**config.mk**
```make
export PLATFORM = sky130hd
export DESIGN_NAME = matrix_ctrl
export DESIGN_NICKNAME = d
export VERILOG_FILES = /design/src/rtl/matrix_pkg.sv /design/src/rtl/x_buffer.sv /design/src/rtl/matrix_ctrl.sv
export SDC_FILE = /design/constraint.sdc
export NUM_CORES = 1
export LEC_CHECK = 0
export ABC_AREA = 1
export CORE_MARGIN = 5
export CORE_UTILIZATION = 50
export DETAILED_ROUTE_END_ITERATION = 16
export PLACE_DENSITY_LB_ADDON = 0.25
export REMOVE_ABC_BUFFERS = 1
export SYNTH_ARGS = -nofsm -noshare
export SYNTH_HDL_FRONTEND = slang
export SYNTH_HIERARCHICAL = 1
export SYNTH_SLANG_ARGS = --single-unit
```
**constraint.sdc**
```tcl
create_clock -name clk -period 6.4 [get_ports clk]
set_clock_uncertainty 0.1 [all_clocks]
set_input_delay 0.64 -clock clk [delete_from_list [all_inputs] [get_ports clk]]
set_output_delay 0.64 -clock clk [all_outputs]
set_load 0.01 [all_outputs]
```
**src/rtl/matrix_pkg.sv**
```systemverilog
`default_nettype none
// ============================================================================
// Package  : matrix_pkg
// Desc     : Shared geometry, state encoding and address-width helper for the
//            matrix_ctrl MAC sequencer and its X operand buffer.
// Revision : 1.0 - initial release
// ============================================================================
package matrix_pkg;

    // Matrix geometry: X is K rows (MAC steps) by COLS lanes
    localparam int K       = 8;
    localparam int COLS    = 4;
    localparam int DATA_W  = 8;
    localparam int ACC_W   = 20;

    // Derived sizes for the X buffer and the loop counters
    localparam int X_DEPTH = K * COLS;
    localparam int IDX_W   = $clog2(X_DEPTH);
    localparam int K_W     = $clog2(K);
    localparam int COL_W   = $clog2(COLS);

    // Sequencer states
    typedef enum logic [2:0] {
        IDLE  = 3'd0,
        LOAD  = 3'd1,
        PRIME = 3'd2,
        MAC   = 3'd3,
        EMIT  = 3'd4
    } state_t;

    // Coefficient ROM address is {row, k}, so its width is row bits + k bits
    function automatic int coef_addr_w(input int n_rows);
        return $clog2(n_rows) + K_W;
    endfunction

endpackage
`default_nettype wire

```
**src/rtl/x_buffer.sv**
```systemverilog
`default_nettype none
// ============================================================================
// Module   : x_buffer
// Desc     : 32x8 register file holding the X matrix. One linear write port
//            used while loading, one combinational 4-wide read port that
//            returns a whole X row (all lanes of one MAC step).
// Revision : 1.0 - initial release
// ============================================================================
module x_buffer
    import matrix_pkg::*;
(
    input  logic                   clk,
    input  logic                   rst_n,
    input  logic                   wr_en,
    input  logic [IDX_W-1:0]       wr_idx,
    input  logic [DATA_W-1:0]      wr_data,
    input  logic [K_W-1:0]         rd_row,
    output logic [COLS*DATA_W-1:0] rd_data
);

    logic [DATA_W-1:0] r_mem [X_DEPTH];

    // Storage: cleared on reset, written one byte per accepted load beat
    always_ff @(posedge clk or negedge rst_n) begin
        if (!rst_n) begin
            for (int i = 0; i < X_DEPTH; i++) begin
                r_mem[i] <= '0;
            end
        end else if (wr_en) begin
            r_mem[wr_idx] <= wr_data;
        end
    end

    // Row read: row-major layout means lane c of row k sits at {k, c}
    generate
        for (genvar c = 0; c < COLS; c++) begin : g_rd_col
            assign rd_data[c*DATA_W +: DATA_W] = r_mem[{rd_row, COL_W'(c)}];
        end
    endgenerate

endmodule
`default_nettype wire

```
**src/rtl/matrix_ctrl.sv**
```systemverilog
`default_nettype none
// ============================================================================
// Module   : matrix_ctrl
// Desc     : Sequencer for the 4-lane MAC ALU. Buffers an 8x4 X matrix, then
//            for each coefficient row primes the ROM, runs 8 MAC steps,
//            captures the four lane sums and streams them out.
// Revision : 1.0 - initial release
// ============================================================================
module matrix_ctrl
    import matrix_pkg::*;
#(
    parameter int N_ROWS = 4
) (
    input  logic                           clk,
    input  logic                           rst_n,
    input  logic                           start,
    input  logic                           in_valid,
    output logic                           in_ready,
    input  logic [DATA_W-1:0]              in_data,
    output logic [coef_addr_w(N_ROWS)-1:0] coef_addr,
    output logic                           alu_en,
    output logic [DATA_W-1:0]              x_col0,
    output logic [DATA_W-1:0]              x_col1,
    output logic [DATA_W-1:0]              x_col2,
    output logic [DATA_W-1:0]              x_col3,
    input  logic [ACC_W-1:0]               mu1,
    input  logic [ACC_W-1:0]               mu2,
    input  logic [ACC_W-1:0]               mu3,
    input  logic [ACC_W-1:0]               mu4,
    output logic                           res_valid,
    input  logic                           res_ready,
    output logic [ACC_W-1:0]               res_data,
    output logic                           busy,
    output logic                           done
);

    localparam int                  c_row_w    = $clog2(N_ROWS);
    localparam int                  c_addr_w   = coef_addr_w(N_ROWS);
    localparam logic [c_row_w-1:0]  c_last_row = c_row_w'(N_ROWS - 1);
    localparam logic [IDX_W-1:0]    c_last_idx = IDX_W'(X_DEPTH - 1);
    localparam logic [K_W-1:0]      c_last_k   = K_W'(K - 1);
    localparam logic [COL_W-1:0]    c_last_col = COL_W'(COLS - 1);

    // FSM state and loop counters
    state_t               r_state;
    state_t               w_state_nxt;
    logic [IDX_W-1:0]     r_idx;
    logic [IDX_W-1:0]     w_idx_nxt;
    logic [c_row_w-1:0]   r_row;
    logic [c_row_w-1:0]   w_row_nxt;
    logic [K_W-1:0]       r_k;
    logic [K_W-1:0]       w_k_nxt;
    logic [COL_W-1:0]     r_j;
    logic [COL_W-1:0]     w_j_nxt;
    logic                 w_done_nxt;

    // Handshakes and capture strobe
    logic                 w_load_hs;
    logic                 w_res_hs;
    logic                 w_capture;

    // Result path
    logic [ACC_W-1:0]     w_mu      [COLS];
    logic [ACC_W-1:0]     r_result  [COLS];
    logic [ACC_W-1:0]     w_res_src [COLS];

    // Registered outputs
    logic [COLS*DATA_W-1:0] w_x_row;
    logic [COLS*DATA_W-1:0] r_x_row;
    logic [c_addr_w-1:0]    r_coef_addr;
    logic                   r_alu_en;
    logic [ACC_W-1:0]       r_res_data;
    logic                   r_done;

    // Handshake-facing outputs decode the current state directly
    assign in_ready  = (r_state == LOAD);
    assign res_valid = (r_state == EMIT);
    assign busy      = (r_state != IDLE);

    assign w_load_hs = in_ready  & in_valid;
    assign w_res_hs  = res_valid & res_ready;

    // Lane sums are only meaningful on the final MAC step of a row
    assign w_capture = (r_state == MAC) && (r_k == c_last_k);

    assign w_mu[0] = mu1;
    assign w_mu[1] = mu2;
    assign w_mu[2] = mu3;
    assign w_mu[3] = mu4;

    assign coef_addr = r_coef_addr;
    assign alu_en    = r_alu_en;
    assign x_col0    = r_x_row[0*DATA_W +: DATA_W];
    assign x_col1    = r_x_row[1*DATA_W +: DATA_W];
    assign x_col2    = r_x_row[2*DATA_W +: DATA_W];
    assign x_col3    = r_x_row[3*DATA_W +: DATA_W];
    assign res_data  = r_res_data;
    assign done      = r_done;

    x_buffer u_x_buffer (
        .clk     (clk),
        .rst_n   (rst_n),
        .wr_en   (w_load_hs),
        .wr_idx  (r_idx),
        .wr_data (in_data),
        .rd_row  (w_k_nxt),
        .rd_data (w_x_row)
    );

    // State and counter registers
    always_ff @(posedge clk or negedge rst_n) begin
        if (!rst_n) begin
            r_state <= IDLE;
            r_idx   <= '0;
            r_row   <= '0;
            r_k     <= '0;
            r_j     <= '0;
        end else begin
            r_state <= w_state_nxt;
            r_idx   <= w_idx_nxt;
            r_row   <= w_row_nxt;
            r_k     <= w_k_nxt;
            r_j     <= w_j_nxt;
        end
    end

    // Next-state and counter logic
    always_comb begin
        w_state_nxt = r_state;
        w_idx_nxt   = r_idx;
        w_row_nxt   = r_row;
        w_k_nxt     = r_k;
        w_j_nxt     = r_j;
        w_done_nxt  = 1'b0;

        case (r_state)
            IDLE: begin
                if (start) begin
                    w_state_nxt = LOAD;
                    w_idx_nxt   = '0;
                    w_row_nxt   = '0;
                    w_k_nxt     = '0;
                    w_j_nxt     = '0;
                end
            end

            LOAD: begin
                if (w_load_hs) begin
                    w_idx_nxt = r_idx + IDX_W'(1);
                    if (r_idx == c_last_idx) begin
                        w_state_nxt = PRIME;
                    end
                end
            end

            PRIME: begin
                w_state_nxt = MAC;
                w_k_nxt     = '0;
            end

            MAC: begin
                w_k_nxt = r_k + K_W'(1);
                if (r_k == c_last_k) begin
                    w_state_nxt = EMIT;
                    w_j_nxt     = '0;
                end
            end

            EMIT: begin
                if (w_res_hs) begin
                    w_j_nxt = r_j + COL_W'(1);
                    if (r_j == c_last_col) begin
                        if (r_row == c_last_row) begin
                            w_state_nxt = IDLE;
                            w_done_nxt  = 1'b1;
                        end else begin
                            w_row_nxt   = r_row + c_row_w'(1);
                            w_state_nxt = PRIME;
                        end
                    end
                end
            end

            default: begin
                w_state_nxt = IDLE;
            end
        endcase
    end

    // Result source: on the capture cycle the fresh ALU sums bypass the
    // result registers so the first result can be registered into res_data
    always_comb begin
        for (int c = 0; c < COLS; c++) begin
            w_res_src[c] = w_capture ? w_mu[c] : r_result[c];
        end
    end

    // Row result registers, loaded once per row on the last MAC step
    always_ff @(posedge clk or negedge rst_n) begin
        if (!rst_n) begin
            for (int c = 0; c < COLS; c++) begin
                r_result[c] <= '0;
            end
        end else if (w_capture) begin
            for (int c = 0; c < COLS; c++) begin
                r_result[c] <= w_mu[c];
            end
        end
    end

    // Registered outputs are computed from the next state so that they are
    // aligned with the state they belong to: the ROM address leads alu_en by
    // one cycle (PRIME presents k=0, MAC step k presents k+1)
    always_ff @(posedge clk or negedge rst_n) begin
        if (!rst_n) begin
            r_coef_addr <= '0;
            r_alu_en    <= 1'b0;
            r_x_row     <= '0;
            r_res_data  <= '0;
            r_done      <= 1'b0;
        end else begin
            r_alu_en <= (w_state_nxt == MAC);
            r_done   <= w_done_nxt;
            r_x_row  <= (w_state_nxt == MAC) ? w_x_row : '0;

            if (w_state_nxt == PRIME) begin
                r_coef_addr <= {w_row_nxt, {K_W{1'b0}}};
            end else if (w_state_nxt == MAC) begin
                // Prefetch wraps on the last step; that address is unused
                r_coef_addr <= {w_row_nxt, w_k_nxt + K_W'(1)};
            end

            // Holding the selected index under backpressure keeps data stable
            if (w_state_nxt == EMIT) begin
                r_res_data <= w_res_src[w_j_nxt];
            end
        end
    end

endmodule
`default_nettype wire

```
==> results.ini <==
[drt]
drc=0
vias_per_cell=5.147
dr.pass1.iters=8
vias=16909
drt-total-wl_mm=52.52
wl_per_cell_microns=15.99
initialDrtViolationCount=1343
final_antenna_net_count=0

[yosys]
syn_area_sq_mm=0.02021
synthMostInstantiatedCell=nand2_1
yosysTopAreaCell=dfrtp_1
ys_seq_area_share_pct=50.76
ys_top_cells_by_count=914 x nand2_1, 457 x inv_1, 410 x dfrtp_1
synth_cell_type_count=33
synth_top_area_share_pct=50.76
syn-instance-count=2661
ys_ff_latch=410
synth-edff-count=0
avgSynthCellArea_sq_um=7.597
synthTopCellsByArea=dfrtp_1 51%, nand2_1 17%, inv_1 8.5%, o21ai_0 6.4%, nand3_1 5.1%
synthFlopType=dfrtp_1
ys_warn_count=6
async_flop_share_pct=100.0

[final_layout]
stdcell_area_sq_mm=0.02328
insertedDiodeCount=0
final_net_count=2830
multi_input_area_sq_mm=0.007466
fill_cells=3579
seq_area_sq_mm=0.01026
drive_above_1_share_pct=5.471
syn_to_final_growth_pct=15.15

[timing]
tns_ns=0
setup_viol=0
worst_pin_slew_ns=1.028
slew_viol_final=0
rsz0062_at_grt=no
finalWorstSetupSlack_ns=2.395
clock.fmax_ghz=0.2497
min_period_ns=4.005
hold_viol=0
period_share_pct=62.58
slew_headroom_pct=31.47

[floorplan]
die_y_microns=211.1
core_area_sq_mm=0.03982
num_rows=73
ios=155
start_util_pct=50.76
die_area_sq_mm=0.04455
dieWidth_microns=211.1

[clock_tree]
htreeDepth=2
cts_tree=built
postCtsSetupRepairBufs=0
cts_buffer_depth=3
insertion_delay_ns=0.57
cts_sinks=410
cts_buffers=45
ctsHoldBuffers=0
cts.clk_slew.worst_paths_ns=0.06
root_buffer=clkbuf_16
cts_resized=0

[power]
pwr-share-seq_pct=38.6
ir_worst_vdd_uv=222.5
internal_power_mw=5.892
clock_power_share_pct=26.3
switching_share_pct=37.66
p_leak_nw=12.26
power_density_mw_per_mm2=406.1
power.switching_mw=3.560
comb_power_share_pct=35.1

[run_status]
outcome=completed

[setup_path]
worstSetupEndpointType=register
path_cells=nor2_2 -> nand2_1 -> nor2_1 -> nor2_1 -> nand2_1 -> o21ai_4 -> buf_4 -> clkinv_2 -> buf_4 -> nand2_1 -> nand3_1 -> nand2_1 -> nand2_1 -> nand2_1 -> inv_1 -> nor2_1
crit_family=buffers and inverters
crit_top_cell=nand2_1
path_depth=16
crit_fanout=75
endpoint=r_x_row[9]
cp-startpoint=r_state[0]
path_buf_inv=4
critPathLaunchType=register
cp.arrival_ns=4.40
rr_worst_depth=16
critPathKind=register to register
rrSetupSlack_ns=2.39
timing.rr.end=r_x_row[9]
cp_data_required_time_ns=6.80
cp_slowest_cell=clkinv_2
crit-reg2reg-launch=r_state[0]
worst_path_largest_cell_delay_ns=0.80

[placement]
dpl.hpwl_mm=31.32
io_buffers=154
pre_cts_ws_ns=2.016
placed_cell_area_sq_mm=0.02188
place_congestion=0.8063

[min_path]
hold_path.class=input port to asynchronous set/reset pin

[grt]
grt_overflow_total=0
grt_pass1_wl_mm=86.97
grt_max_degree=163
grt_pass1_vias=16982
antenna_found_initial=1
grt_usage_pct=23.65

[run]
maxCapViolations=0

-- power by group through the flow --
stage          Combinational (mW)  Sequential [mW]  Clock (mW)
6_report                     3.32             3.65        2.48
5_1_grt                      3.81             3.73        2.63
4_1_cts                      3.32             3.65        2.53
3_5_place_dp                 3.29             3.69           0
3_3_place_gp                 3.22             3.67           0
2_1_floorplan                2.39             3.64           0
-- worst reg2reg max path, stage by stage, from the launching register on --
cell      delay (ns)
dfrtp_1         0.49
nor2_2          0.13
nand2_1         0.12
nor2_1          0.07
nor2_1          0.16
nand2_1         0.12
o21ai_4         0.06
buf_4           0.50
clkinv_2        0.83
buf_4           0.66
nand2_1         0.24
nand3_1         0.08
nand2_1         0.11
nand2_1         0.05
nand2_1         0.09
inv_1           0.04
nor2_1          0.09
-- cell families after synthesis --
kind of cell,share of synthesized area [%]
xor+xnor,0.04334
flops,50.76
buf+inv,12.42
simple gates,28.65
compound gates,7.768
fa+ha+maj,0.3714
-- registers in the layout, indices dropped and copies added, names as in the netlist --
name and cells:
u_x_buffer/r_mem 256, r_result 80, r_x_row 32, res_data 20, coef_addr 5, r_idx 5
r_k 3, r_state 3, r_j 2, r_row 2, alu_en 1, done 1
-- metal layers --
layer	global-route usage, %	part of all wire, %	up-vias	routed length (microns)
met5	0	0.021	-	11
met4	6.774	2.1	2	1108
met3	4.649	7.0	99	3664
met2	38.71	47	572	24900
met1	32.32	43	8015	22830
li1	-	-	8221	-
-- per-stage QoR --
step                      hold slack, ns  util [%]  std cells  power (mW)
after CTS                        0.07958     58.45       3285       9.506
after global placement            0.3653     54.95       3209       6.883
final                            0.01946     58.45       3285       9.452
after global routing             0.08166     58.45       3285       10.18
after detailed placement          0.3669     54.95       3209       6.988
after floorplan                   0.2444         -       2506       6.024
-- placed cells by master, fill, tap and decap left out, types with 10 or more instances in the layout --
cell type and n:
inv_1 455, nor2_4 27, nand4_1 41, o21ai_0 257
clkbuf_16 47, nand2_1 914, buf_4 22, clkinv_2 10
o21ai_1 44, nor2_1 47, dfrtp_1 410, nand3_1 204
clkdlybuf4s50_1 153, nand3b_1 20, or2_0 39
-- area by class of cell --
cell class	count	share of cell area (%)
sequential	410	44.08
multi-input combinational	1631	32.08
tap	525	2.822
inverter	465	7.504
clock inverter	11	0.2634
timing repair buffer	178	7.526
clock buffer	65	5.730
-- how the worst min path moves through the flow --
stage	startpoint	end	slack, ns
final	rst_n	u_x_buffer/r_mem[144]	0.02
after global routing	rst_n	u_x_buffer/r_mem[144]	0.08
after CTS	rst_n	u_x_buffer/r_mem[144]	0.08
after detailed placement	res_data[0]	res_data[0]	0.37
after global placement	res_data[4]	res_data[4]	0.37
after floorplan	rst_n	alu_en	0.24
(Power assumes the default switching activity.)
